## config.mk

```make
export PLATFORM = sky130hd
export DESIGN_NAME = regfile_wb_arbiter_flat
export DESIGN_NICKNAME = d
export VERILOG_FILES = /design/src/rtl/regwb_pkg.sv /design/src/rtl/regfile_wb_arbiter_if.sv /design/src/rtl/regwb_scoreboard.sv /design/src/rtl/regfile_wb_arbiter.sv /design/src/flat_wrapper.sv
export SDC_FILE = /design/constraint.sdc
export NUM_CORES = 1
export LEC_CHECK = 0
export CORE_ASPECT_RATIO = 0.8
export CORE_MARGIN = 2
export CORE_UTILIZATION = 41
export DETAILED_ROUTE_END_ITERATION = 16
export PLACE_DENSITY = 0.79
export SYNTH_ARGS = -nofsm -noshare
export SYNTH_HDL_FRONTEND = slang
export SYNTH_SLANG_ARGS = --single-unit
```

## constraint.sdc

```tcl
create_clock -name clk -period 2.6 [get_ports clk]
set_input_delay 0.52 -clock clk [delete_from_list [all_inputs] [get_ports clk]]
set_output_delay 0.52 -clock clk [all_outputs]
set_load 0.01 [all_outputs]
```

## src/rtl/regwb_pkg.sv

```systemverilog
// Shared types and widths for the register-file write-back arbiter.
//   XLEN     : data width
//   REG_AW   : register address width
//   NREGS    : number of architectural registers (x0 hard-wired zero)
//   gnt_e    : which write-back stream won the last grant
//   wb_req_t : one write-back request (valid, destination, data)
package regwb_pkg;

  localparam int unsigned XLEN   = 32;
  localparam int unsigned REG_AW = 5;
  localparam int unsigned NREGS  = 1 << REG_AW;

  typedef enum logic {
    GNT_ALU = 1'b0,
    GNT_LSU = 1'b1
  } gnt_e;

  typedef struct packed {
    logic              valid;
    logic [REG_AW-1:0] rd;
    logic [XLEN-1:0]   wdata;
  } wb_req_t;

endpackage

```

## src/rtl/regfile_wb_arbiter_if.sv

```systemverilog
// Handshake/bus bundle between the issue stage, the two write-back streams,
// the register-file write port and the write-back arbiter.
//   master : issue stage / write-back streams / environment side
//   slave  : regfile_wb_arbiter side
interface regfile_wb_arbiter_if;
  import regwb_pkg::*;

  // Issue-stage reservation
  logic              issue_valid;
  logic [REG_AW-1:0] issue_rd;
  logic              issue_ready;
  // Read-port hazard lookup
  logic [REG_AW-1:0] rs1;
  logic [REG_AW-1:0] rs2;
  logic              rs1_busy;
  logic              rs2_busy;
  logic [XLEN-1:0]   rs1_fwd;
  logic [XLEN-1:0]   rs2_fwd;
  // ALU write-back stream
  logic              alu_valid;
  logic [REG_AW-1:0] alu_rd;
  logic [XLEN-1:0]   alu_wdata;
  logic              alu_ready;
  // LSU write-back stream
  logic              lsu_valid;
  logic [REG_AW-1:0] lsu_rd;
  logic [XLEN-1:0]   lsu_wdata;
  logic              lsu_ready;
  // Register-file write port and error flag
  logic [REG_AW-1:0] rf_rd;
  logic [XLEN-1:0]   rf_wdata;
  logic              rf_regwrite;
  logic              wb_err;

  modport master (
    output issue_valid, issue_rd, rs1, rs2,
           alu_valid, alu_rd, alu_wdata,
           lsu_valid, lsu_rd, lsu_wdata,
    input  issue_ready, rs1_busy, rs2_busy, rs1_fwd, rs2_fwd,
           alu_ready, lsu_ready, rf_rd, rf_wdata, rf_regwrite, wb_err
  );

  modport slave (
    input  issue_valid, issue_rd, rs1, rs2,
           alu_valid, alu_rd, alu_wdata,
           lsu_valid, lsu_rd, lsu_wdata,
    output issue_ready, rs1_busy, rs2_busy, rs1_fwd, rs2_fwd,
           alu_ready, lsu_ready, rf_rd, rf_wdata, rf_regwrite, wb_err
  );

endinterface

```

## src/rtl/regwb_scoreboard.sv

```systemverilog
// Pending-write scoreboard: one bit per register, set on issue, cleared on commit.
//   clk, rst_n      : clock, async active-low reset
//   i_set_valid/rd  : issue reservation request
//   i_clr_valid/rd  : commit (register-file write this cycle)
//   i_rs1, i_rs2    : read addresses to look up
//   i_look_rd       : destination of the current write-back grant
//   o_issue_ready   : reservation can be accepted this cycle
//   o_rs1/2_busy    : read address has an uncommitted write
//   o_look_pending  : granted destination is currently pending
module regwb_scoreboard
  import regwb_pkg::*;
(
  input  logic              clk,
  input  logic              rst_n,
  input  logic              i_set_valid,
  input  logic [REG_AW-1:0] i_set_rd,
  input  logic              i_clr_valid,
  input  logic [REG_AW-1:0] i_clr_rd,
  input  logic [REG_AW-1:0] i_rs1,
  input  logic [REG_AW-1:0] i_rs2,
  input  logic [REG_AW-1:0] i_look_rd,
  output logic              o_issue_ready,
  output logic              o_rs1_busy,
  output logic              o_rs2_busy,
  output logic              o_look_pending
);

  logic [NREGS-1:0] r_pending;
  logic [NREGS-1:0] w_clr_mask;
  logic [NREGS-1:0] w_set_mask;
  logic             w_set;

  assign w_clr_mask = i_clr_valid ? (NREGS'(1) << i_clr_rd) : '0;

  // A register being committed this cycle may be re-reserved in the same cycle.
  assign o_issue_ready = !r_pending[i_set_rd] || w_clr_mask[i_set_rd];

  // x0 is accepted but never tracked.
  assign w_set      = i_set_valid && o_issue_ready && (i_set_rd != '0);
  assign w_set_mask = w_set ? (NREGS'(1) << i_set_rd) : '0;

  assign o_rs1_busy     = r_pending[i_rs1] && (i_rs1 != '0);
  assign o_rs2_busy     = r_pending[i_rs2] && (i_rs2 != '0);
  assign o_look_pending = r_pending[i_look_rd];

  // Set applied after clear so a same-cycle set/clear leaves the bit set.
  always_ff @(posedge clk or negedge rst_n) begin
    if (!rst_n) r_pending <= '0;
    else        r_pending <= (r_pending & ~w_clr_mask) | w_set_mask;
  end

endmodule

```

## src/rtl/regfile_wb_arbiter.sv

```systemverilog
// Write-back arbiter in front of the register-file write port: round-robin
// between ALU and LSU streams, registered write drive, pending-write
// scoreboard for RAW stalls and a sticky unexpected-write-back flag.
//   clk   : clock, rising edge
//   rst_n : async active-low reset
//   bus   : regfile_wb_arbiter_if.slave (issue, read lookup, ALU/LSU
//           write-back handshakes, register-file write port, wb_err)
// Optional: REGWB_BYPASS_EN forwards the committing write data to matching
// read ports and drops their busy in the commit cycle.
module regfile_wb_arbiter
  import regwb_pkg::*;
(
  input  logic                 clk,
  input  logic                 rst_n,
  regfile_wb_arbiter_if.slave  bus
);

  wb_req_t           w_alu;
  wb_req_t           w_lsu;
  wb_req_t           w_gnt_req;
  logic              w_alu_gnt;
  logic              w_lsu_gnt;
  logic              w_any_gnt;
  logic              w_gnt_pending;
  logic              w_rs1_busy_sb;
  logic              w_rs2_busy_sb;
  gnt_e              r_last_gnt;
  logic [REG_AW-1:0] r_rf_rd;
  logic [XLEN-1:0]   r_rf_wdata;
  logic              r_rf_regwrite;
  logic              r_wb_err;

  assign w_alu = '{valid: bus.alu_valid, rd: bus.alu_rd, wdata: bus.alu_wdata};
  assign w_lsu = '{valid: bus.lsu_valid, rd: bus.lsu_rd, wdata: bus.lsu_wdata};

  // Under contention the stream that did not win last time gets the port.
  assign w_alu_gnt = w_alu.valid && (!w_lsu.valid || (r_last_gnt == GNT_LSU));
  assign w_lsu_gnt = w_lsu.valid && !w_alu_gnt;
  assign w_any_gnt = w_alu_gnt || w_lsu_gnt;
  assign w_gnt_req = w_alu_gnt ? w_alu : w_lsu;

  assign bus.alu_ready = w_alu_gnt;
  assign bus.lsu_ready = w_lsu_gnt;

  regwb_scoreboard u_scoreboard (
    .clk            (clk),
    .rst_n          (rst_n),
    .i_set_valid    (bus.issue_valid),
    .i_set_rd       (bus.issue_rd),
    .i_clr_valid    (r_rf_regwrite),
    .i_clr_rd       (r_rf_rd),
    .i_rs1          (bus.rs1),
    .i_rs2          (bus.rs2),
    .i_look_rd      (w_gnt_req.rd),
    .o_issue_ready  (bus.issue_ready),
    .o_rs1_busy     (w_rs1_busy_sb),
    .o_rs2_busy     (w_rs2_busy_sb),
    .o_look_pending (w_gnt_pending)
  );

  // Output register for the register-file write port and error flag.
  always_ff @(posedge clk or negedge rst_n) begin
    if (!rst_n) begin
      r_last_gnt    <= GNT_LSU;
      r_rf_rd       <= '0;
      r_rf_wdata    <= '0;
      r_rf_regwrite <= 1'b0;
      r_wb_err      <= 1'b0;
    end else begin
      r_rf_regwrite <= w_any_gnt && (w_gnt_req.rd != '0);
      if (w_any_gnt) begin
        r_last_gnt <= w_alu_gnt ? GNT_ALU : GNT_LSU;
        r_rf_rd    <= w_gnt_req.rd;
        r_rf_wdata <= w_gnt_req.wdata;
        if ((w_gnt_req.rd != '0) && !w_gnt_pending) r_wb_err <= 1'b1;
      end
    end
  end

  assign bus.rf_rd       = r_rf_rd;
  assign bus.rf_wdata    = r_rf_wdata;
  assign bus.rf_regwrite = r_rf_regwrite;
  assign bus.wb_err      = r_wb_err;

`ifdef REGWB_BYPASS_EN
  logic w_rs1_hit;
  logic w_rs2_hit;

  // Read address matches the write being committed this cycle.
  assign w_rs1_hit = r_rf_regwrite && (r_rf_rd == bus.rs1) && (bus.rs1 != '0);
  assign w_rs2_hit = r_rf_regwrite && (r_rf_rd == bus.rs2) && (bus.rs2 != '0);

  assign bus.rs1_busy = w_rs1_busy_sb && !w_rs1_hit;
  assign bus.rs2_busy = w_rs2_busy_sb && !w_rs2_hit;
  assign bus.rs1_fwd  = w_rs1_hit ? r_rf_wdata : '0;
  assign bus.rs2_fwd  = w_rs2_hit ? r_rf_wdata : '0;
`else
  assign bus.rs1_busy = w_rs1_busy_sb;
  assign bus.rs2_busy = w_rs2_busy_sb;
  assign bus.rs1_fwd  = '0;
  assign bus.rs2_fwd  = '0;
`endif

endmodule

```

## src/flat_wrapper.sv

```systemverilog
// flat-port wrapper written by rule: the top's interface ports become plain ports
module regfile_wb_arbiter_flat import regwb_pkg::*;
  (clk, rst_n, bus_issue_valid, bus_issue_rd, bus_rs1, bus_rs2, bus_alu_valid, bus_alu_rd, bus_alu_wdata, bus_lsu_valid, bus_lsu_rd, bus_lsu_wdata, bus_issue_ready, bus_rs1_busy, bus_rs2_busy, bus_rs1_fwd, bus_rs2_fwd, bus_alu_ready, bus_lsu_ready, bus_rf_rd, bus_rf_wdata, bus_rf_regwrite, bus_wb_err);
  regfile_wb_arbiter_if bus_i ();
  input  logic clk;
  input  logic rst_n;
  input wire logic [$bits(bus_i.issue_valid)-1:0] bus_issue_valid;
  input wire logic [$bits(bus_i.issue_rd)-1:0] bus_issue_rd;
  input wire logic [$bits(bus_i.rs1)-1:0] bus_rs1;
  input wire logic [$bits(bus_i.rs2)-1:0] bus_rs2;
  input wire logic [$bits(bus_i.alu_valid)-1:0] bus_alu_valid;
  input wire logic [$bits(bus_i.alu_rd)-1:0] bus_alu_rd;
  input wire logic [$bits(bus_i.alu_wdata)-1:0] bus_alu_wdata;
  input wire logic [$bits(bus_i.lsu_valid)-1:0] bus_lsu_valid;
  input wire logic [$bits(bus_i.lsu_rd)-1:0] bus_lsu_rd;
  input wire logic [$bits(bus_i.lsu_wdata)-1:0] bus_lsu_wdata;
  output wire logic [$bits(bus_i.issue_ready)-1:0] bus_issue_ready;
  output wire logic [$bits(bus_i.rs1_busy)-1:0] bus_rs1_busy;
  output wire logic [$bits(bus_i.rs2_busy)-1:0] bus_rs2_busy;
  output wire logic [$bits(bus_i.rs1_fwd)-1:0] bus_rs1_fwd;
  output wire logic [$bits(bus_i.rs2_fwd)-1:0] bus_rs2_fwd;
  output wire logic [$bits(bus_i.alu_ready)-1:0] bus_alu_ready;
  output wire logic [$bits(bus_i.lsu_ready)-1:0] bus_lsu_ready;
  output wire logic [$bits(bus_i.rf_rd)-1:0] bus_rf_rd;
  output wire logic [$bits(bus_i.rf_wdata)-1:0] bus_rf_wdata;
  output wire logic [$bits(bus_i.rf_regwrite)-1:0] bus_rf_regwrite;
  output wire logic [$bits(bus_i.wb_err)-1:0] bus_wb_err;
  assign bus_i.issue_valid = bus_issue_valid;
  assign bus_i.issue_rd = bus_issue_rd;
  assign bus_i.rs1 = bus_rs1;
  assign bus_i.rs2 = bus_rs2;
  assign bus_i.alu_valid = bus_alu_valid;
  assign bus_i.alu_rd = bus_alu_rd;
  assign bus_i.alu_wdata = bus_alu_wdata;
  assign bus_i.lsu_valid = bus_lsu_valid;
  assign bus_i.lsu_rd = bus_lsu_rd;
  assign bus_i.lsu_wdata = bus_lsu_wdata;
  assign bus_issue_ready = bus_i.issue_ready;
  assign bus_rs1_busy = bus_i.rs1_busy;
  assign bus_rs2_busy = bus_i.rs2_busy;
  assign bus_rs1_fwd = bus_i.rs1_fwd;
  assign bus_rs2_fwd = bus_i.rs2_fwd;
  assign bus_alu_ready = bus_i.alu_ready;
  assign bus_lsu_ready = bus_i.lsu_ready;
  assign bus_rf_rd = bus_i.rf_rd;
  assign bus_rf_wdata = bus_i.rf_wdata;
  assign bus_rf_regwrite = bus_i.rf_regwrite;
  assign bus_wb_err = bus_i.wb_err;
  regfile_wb_arbiter u_core (.clk(clk), .rst_n(rst_n), .bus(bus_i));
endmodule
```

==> Word-level counts from Yosys, hierarchy flattened <==
Index checks and enable logic that the tools add are counted.
{ "word_totals": {"register_bits": 72, "inputBits": 94, "out_inout_bits": 108, "elab_cells": 49} }
{ "op_classes": {"order_cmp": 4, "shifts": 2, "muxes": 14, "bitwise": 3, "n_reduce_logical": 20} }
{ "op_table": {"columns": ["op", "n"], "rows": [
  ["$mux 32", 2],
  ["$shl 1x5->32 const A", 2],
  ["$mux 37", 1],
  ["$and 32x32->32", 1],
  ["$not 32->32", 1],
  ["$or 32x32->32", 1],
  ["$bmux 1 s5", 5],
  ["$lt 5x6->1 const B", 4],
  ["$reduce_bool 5->1", 4],
  ["$logic_and 1x1->1", 8],
  ["$mux 1", 6],
  ["$logic_not 1->1", 4],
  ["$logic_or 1x1->1", 3],
  ["$reduce_and 2->1", 1]
]} }

==> Depth between registers and ports, before layout <==
Gate-level depths: netlist of the first run.
{ "logic_depth": {"ltp_word": 9, "mapped_depth": 8, "mapped_depth_nobuf": 7} }

==> Modules after synthesis <==
Synthesis of the first run repeated with hierarchy kept, for this count alone.
{ "hier_totals": {"hier_cells": 492, "hier_area_um2": 5093.6} }
{ "modules_own_cells": {"columns": ["module", "n_inst", "cells_per_inst", "area_per_inst_um2", "seq_area_each_um2"], "rows": [
  ["regwb_scoreboard", 1, 235, 2647.5, 800.8],
  ["regfile_wb_arbiter", 1, 257, 2446.1, 1002.2]
]} }

==> Worst setup path before layout of the first run <==
No wires, ideal clock.
{ "synth_timing": {"kind": "input-to-output", "startpoint": "input bus_rs1[0]", "endpoint": "output bus_rs1_busy", "t_arrival_ns": 2.225, "t_required_ns": 2.080, "setup_slack_ns": -0.145, "path_stages": 4, "n_path_buf": 1, "cell_sequence": "clkbuf_1 -> mux4_2 -> mux4_2 -> mux2_2"} }
{ "synth_between": {"elab_chain_cells": 3} }
{ "synth_lines": {"columns": ["item", "line", "rtl"], "rows": [
  ["start, declared", "flat_wrapper.sv:9", "input wire logic [$bits(bus_i.rs1)-1:0] bus_rs1;"],
  ["$bmux 1 s5", "regwb_scoreboard.sv:42", "assign o_rs1_busy = r_pending[i_rs1] && (i_rs1 != '0);"],
  ["$mux 1 (implied by the code)", "regwb_scoreboard.sv:42", null],
  ["$logic_and 1x1->1 (*)", "regwb_scoreboard.sv:42", null],
  ["end, declared", "flat_wrapper.sv:18", "output wire logic [$bits(bus_i.rs1_busy)-1:0] bus_rs1_busy;"]
]} }
Every way passes the cells marked *; elsewhere a longest branch is shown, timed or not. The select of a mux whose other input is x is not followed.

==> Worst setup path after layout of the first run <==
{ "layout_timing": {"startpoint": "register u_core.u_scoreboard.r_pending[30]", "endpoint": "output bus_rs2_busy"} }
{ "layout_between": {"elab_chain_cells": 3} }
{ "layout_lines": {"columns": ["item", "line", "rtl"], "rows": [
  ["start, declared", "regwb_scoreboard.sv:28", "logic [NREGS-1:0] r_pending;"],
  ["start signal, assigned", "regwb_scoreboard.sv:49", "else r_pending <= (r_pending & ~w_clr_mask) | w_set_mask;"],
  ["$bmux 1 s5", "regwb_scoreboard.sv:43", "assign o_rs2_busy = r_pending[i_rs2] && (i_rs2 != '0);"],
  ["$mux 1 (implied by the code)", "regwb_scoreboard.sv:43", null],
  ["$logic_and 1x1->1", "regwb_scoreboard.sv:43", null],
  ["end, declared", "flat_wrapper.sv:19", "output wire logic [$bits(bus_i.rs2_busy)-1:0] bus_rs2_busy;"]
]} }
No other way between the ends. The select of a mux whose other input is x is not followed.

==> results.toml, run 1 <==
[outcome]
outcome = "finished with violations"
violations = "negative setup slack"

[placement]
preCtsSetupSlack_ns = -0.9910
portBuffers = 137
gp_congestion = 1.019
hpwl_um = 13870
dp.cells = 892

[critical_path]
rr_worst_depth = 6
end_kind = "primary output"
r2r_end = "u_core.u_scoreboard.r_pending[22]$_DFF_PN0_"
crit_buf_inv = 2
r2r-start = "u_core.u_scoreboard.r_pending[31]$_DFF_PN0_"
path_depth = 5
worstSetupStartpointType = "register"
cp_slowest_cell = "mux4_2"
worst_path_largest_cell_delay_ns = 0.47
crit_family = "multiplexers"
ff2ff_setup_slack_ns = 0.22
path_max_fanout = 3
worstSetupPathType = "reg2out"
path_cells = "buf_4 > mux4_2 > mux4_2 > mux2_4 > buf_6"
path_common_cell = "mux4_2"
crit_arrival_ns = 2.24
required_ns = 2.08

[logic_synthesis]
synth_area_leaders = "dfrtp_1 (34%), mux4_2 (13%), buf_4 (9.2%), mux2i_1 (8.8%), o21ai_0 (6.7%)"
synth_top_area_frac = 0.3387
ys.flop_type = "dfrtp_1"
synth-edff-count = 0
netlist_area_um2 = 5246
yosysMostFrequentCell = "dfrtp_1"
yosysTopAreaCell = "dfrtp_1"
syn_inst = 540
synth_cell_types = 57
avgSynthCellArea_um2 = 9.715
netlist_top_cells_count = "dfrtp_1 (71), o21ai_0 (70), buf_4 (64), nand2_1 (61), mux2i_1 (46)"
seq_area_frac_synth = 0.3437
yosysWarnings = 0
synth_seq_cells = 72
synth-async-reset-ratio = 1.000

[drt]
met1Wirelength_um = 7107
routedWlPerCell_um = 19.60
met2WireLength_um = 8534
dr.max_layer_used = "met4"
route.vias.total = 5035
drt_iter0_markers = 585
viasPerCell = 5.497
drc_errors = 0
wl_um = 17950
route.antenna.remaining_nets = 0
met3_length_um = 1824
drtPass1Iterations = 5

[finish]
nNetsFinal = 834
diodes = 0
area_delta_synth_final_pct = 44.65
drive_gt1_frac = 0.2268
instances_no_fill = 916
finish.utilization = 0.6149

[sta]
max_slew_margin = 0.6279
skew_ns = 0.004622
finalSetupViolCount = 3
report.final.slew_viol_count = 0
fmax_mhz = 362.6
finalWorstSetupSlack_ns = -0.1582
rsz0062_at_grt = "true"
worst_pin_slew_ns = 0.5426
hold_violations = 0
post-route-period-util = 1.061
fin_tns_setup_ns = -0.4439
finalCriticalPeriod_ns = 2.758
fin_hold_ws_ns = 0.1333

[clock_network]
clk_latency_ns = 0.34
htree_levels = 3
clock-root-buffer = "clkbuf_16"
clockBufferDepth = 2
ctsHoldBuffers = 0
cts_buffers = 9
clkTransAtPathRegs_ns = 0.06
cts_sinks = 72
cts_tree = "yes"

[floorplan]
coreArea_um2 = 12340
die_w_um = 130.5
io_pins = 202
num_rows = 36
die_h_um = 105.2
die_area_um2 = 13720
initial_core_util = 0.4251

[hold_path]
hp-class = "in2async"

[flow_run]
maxCapViolCount = 0

[power]
p_leak_nw = 3.244
p_per_area_nw_per_um2 = 780.5
ir_drop_mv = 0.4283

[grt]
antenna_found_initial = 0
grt_start_max_net_pins = 65
gr-total-overflow = 0
grt_pass1_vias = 5072
grt_pass1_wl_um = 27830
track_usage = 0.2694
[kinds of logic after synthesis]
group           share of synthesized area
compound gates                     0.1483
xor+xnor                         0.006677
buf+inv                            0.1221
flops                              0.3437
mux                                0.2466
other cells                     0.0007148
simple gates                       0.1319
[flip-flops by register name (all words and copies together), names as in the netlist]
register and cells:
u_core.bus.wb_err 1, u_core.bus.rf_rd 5, u_core.bus.rf_regwrite 1, u_core.bus.rf_wdata 32
u_core.r_last_gnt 1, u_core.u_scoreboard.r_pending 32
[through the flow]
step           total power [W]  cell area [µm²]
2_1_floorplan         0.003040             5485
3_3_place_gp          0.004421             7096
3_5_place_dp          0.004500             7096
4_1_cts               0.005851             7575
5_1_grt               0.006210             7589
6_report              0.005923             7589
[where the power goes]
part	switching, W	internal, W
logic	0.00133	0.00166
registers	0.000309	0.00145
clock network	0.000475	0.000700
total	0.00212	0.00381
[per-layer routing]
metal  global-route usage  vias up
li1                     -     2246
met1               0.3658     2442
met2               0.4230      304
met3              0.05837       43
met4              0.09954        0
met5                    0        -
[area by class of cell]
class,count,area (µm²)
Sequential cell,72,1807
Timing Repair Buffer,224,2188
Clock inverter,2,15.01
Clock buffer,14,264.0
Inverter,6,22.52
Tap cell,171,214.0
Multi-Input combinational cell,427,3078
Fill cell,1036,4753
[cells in the final DEF, fill, tap and decap left out, types with 6 or more instances in the layout]
master / instances
mux4_2: 31
nand2_1: 61
nor2b_1: 8
buf_6: 16
clkdlybuf4s50_1: 126
o21ai_0: 70
clkbuf_16: 9
nor4b_1: 6
a21oi_1: 8
dfrtp_1: 68
nor2_1: 16
mux2i_1: 46
nand3_1: 13
conb_1: 64
nand2b_1: 6
buf_4: 69
o21ai_2: 8
o21ai_1: 22
[timing repair]
item / 4_1_cts / 5_1_grt
setup endpoints to repair: 30 / 3
cloned: 4 / 0
pin swaps: 0 / 0
setup buffers: 4 / 0
resized for setup: 53 / 4
hold endpoints to repair: 0 / 0
[worst register-to-register path: stages (launching register included)]
cell and delay (ns):
dfrtp_1 0.44, mux4_2 0.49, mux4_2 0.55, o31ai_4 0.10, and2_1 0.23, nand3b_1 0.25
o21ai_1 0.23
[worst max-delay path by stage]
stage,from,to
CTS,u_core.u_scoreboard.r_pending[31]$_DFF_PN0_,bus_rs2_busy
global route,u_core.u_scoreboard.r_pending[31]$_DFF_PN0_,bus_rs1_busy
detailed placement,bus_issue_rd[0],bus_issue_ready
floorplan,bus_rs1[0],bus_rs1_busy
finish,u_core.u_scoreboard.r_pending[30]$_DFF_PN0_,bus_rs2_busy
global placement,bus_issue_rd[0],bus_issue_ready
Power figures use the tool's default switching activity.
==> run 2, diff against run 1 <==
Settings changed: CAP_MARGIN set to 30, CTS_CLUSTER_SIZE set to 12, PLACE_DENSITY 0.79 to 0.81.
==> run 2 against run 1 <==
The run still ends with negative setup slack left. First-iteration DRC count down 22%. Combinational power grew 3%. Flip-flop and latch count unchanged. Global-route usage decreased by 0.68 points. Cell count up 1.5%. Clock skew increased by 0.0016 ns. Count of clock-buffer cells in the layout decreased by 3. Largest power group unchanged. Worst hold slack better by 0.067 ns. Via count is 2.0% higher.
==> results.toml, run 2 (synthesis results as in run 1) <==
[finish]
instances_no_fill = 930
drive_gt1_frac = 0.2411
final_common_cell = "clkdlybuf4s50_1"
layout_common_cells = "clkdlybuf4s50_1 (126), buf_4 (87), dfrtp_1 (70)"
diodes = 0
fill_cells = 1026
area_delta_synth_final_pct = 46.08
nNetsFinal = 848
finish.utilization = 0.6209

[clock_network]
clk_latency_ns = 0.34
clkTransAtPathRegs_ns = 0.06
cts_tree = "yes"
cts_sinks = 72
clockBufferDepth = 2
cts_buffers = 9
htree_levels = 3
clock-root-buffer = "clkbuf_16"

[drt]
drt_iter0_markers = 456
viasPerCell = 5.520
wl_um = 17680
drtPass1Iterations = 5
routedWlPerCell_um = 19.02
route.vias.total = 5134
route.antenna.remaining_nets = 0
drc_errors = 0

[critical_path]
r2r-start = "u_core.u_scoreboard.r_pending[31]$_DFF_PN0_"
required_ns = 2.08
crit_arrival_ns = 2.26
r2r_end = "u_core.u_scoreboard.r_pending[28]$_DFF_PN0_"
end_kind = "primary output"
rr_worst_depth = 7
worstSetupStartpointType = "register"
worstSetupPathType = "reg2out"
path_max_fanout = 2
ff2ff_setup_slack_ns = 0.20

[placement]
gp_congestion = 0.9850
dp.cells = 900
hpwl_um = 13560
portBuffers = 137

[power]
ir_drop_mv = 0.4434
total_power_w = 0.006082
p_per_area_nw_per_um2 = 793.6
p_leak_nw = 3.311

[sta]
report.final.slew_viol_count = 0
post-route-period-util = 1.070
max_slew_margin = 0.6332
finalSetupViolCount = 3
hold_violations = 0
skew_ns = 0.006223
finalCriticalPeriod_ns = 2.783
fin_hold_ws_ns = 0.2003
finalWorstSetupSlack_ns = -0.1831
rsz0062_at_grt = "true"
worst_pin_slew_ns = 0.5349
fmax_mhz = 359.3

[grt]
grt_pass1_wl_um = 27520
gr-total-overflow = 0
grt_start_max_net_pins = 73
track_usage = 0.2626
antenna_found_initial = 0
grt_pass1_vias = 5193

[hold_path]
hp-class = "in2async"

[floorplan]
io_pins = 202
die_area_um2 = 13720
die_h_um = 105.2
num_rows = 36
die_w_um = 130.5
coreArea_um2 = 12340
initial_core_util = 0.4251

[outcome]
outcome = "finished with violations"
violations = "negative setup slack"

[flow_run]
maxCapViolCount = 0
## run 2: changes by cell type in the layout (fill, tap and decap cells not counted), sizes merged
cell	change
buf	+14
clkbuf	-3
clkinv	+3
bufinv	+1
clkinvlp	-1
## run 2: layer usage
layer | vias to the layer above | GRT usage | part of all wire
li1 | 2273 | - | -
met1 | 2439 | 0.3529 | 0.39
met2 | 350 | 0.4013 | 0.45
met3 | 72 | 0.07527 | 0.12
met4 | 0 | 0.1011 | 0.039
met5 | - | 0 | 0
## run 2: critical path, cell delays in order (launching register included)
cell,delay (ns)
dfrtp_1,0.43
buf_6,0.14
mux4_2,0.46
mux4_2,0.54
o31ai_4,0.08
mux2_4,0.19
buf_6,0.09
## run 2: area by class of cell
type / instances / area, µm² / share of cell area
Clock buffer: 11 / 242.7 / 0.03167
Clock inverter: 5 / 56.30 / 0.007347
Inverter: 6 / 22.52 / 0.002939
Multi-Input combinational cell: 427 / 3070 / 0.4007
Sequential cell: 72 / 1804 / 0.2354
Tap cell: 171 / 214.0 / 0.02792
Timing Repair Buffer: 238 / 2253 / 0.2940
## run 2: what timing repair did
action	4_1_cts	5_1_grt
hold buffers	0	0
resized for setup	40	5
gates cloned	4	0
buffers inserted	10	0
setup endpoints to repair	22	3
## run 2: how the worst max path moves through the flow
| stage | from | end | slack (ns) | cells past startpoint |
|---|---|---|---|---|
| 2_1_floorplan | bus_rs1[0] | bus_rs1_busy | 0.06 | 4 |
| 3_3_place_gp | bus_issue_rd[0] | bus_issue_ready | -0.98 | 7 |
| 3_5_place_dp | bus_issue_rd[0] | bus_issue_ready | -1.03 | 7 |
| 4_1_cts | u_core.u_scoreboard.r_pending[31]$_DFF_PN0_ | bus_rs2_busy | -0.17 | 5 |
| 5_1_grt | u_core.u_scoreboard.r_pending[31]$_DFF_PN0_ | bus_rs2_busy | -0.23 | 5 |
| 6_report | u_core.u_scoreboard.r_pending[31]$_DFF_PN0_ | bus_issue_ready | -0.18 | 6 |
## run 2: per-stage QoR
stage | area [µm²] | worst slack, ns | TNS, ns
after floorplan | 5485 | 0.05553 | 0
after global placement | 7156 | -0.9775 | -11.92
after detailed placement | 7156 | -1.034 | -13.40
after CTS | 7647 | -0.1704 | -0.5021
after global routing | 7664 | -0.2291 | -0.6438
final | 7664 | -0.1831 | -0.5235
## run 2: report_power, final
group / switching [W] / total, W / leakage, nW / internal, W
registers: 0.000287 / 0.00173 / 0.854 / 0.00145
logic: 0.00137 / 0.00308 / 2.31 / 0.00171
clock network: 0.000495 / 0.00126 / 0.145 / 0.000768
total: 0.00215 / 0.00608 / 3.31 / 0.00393
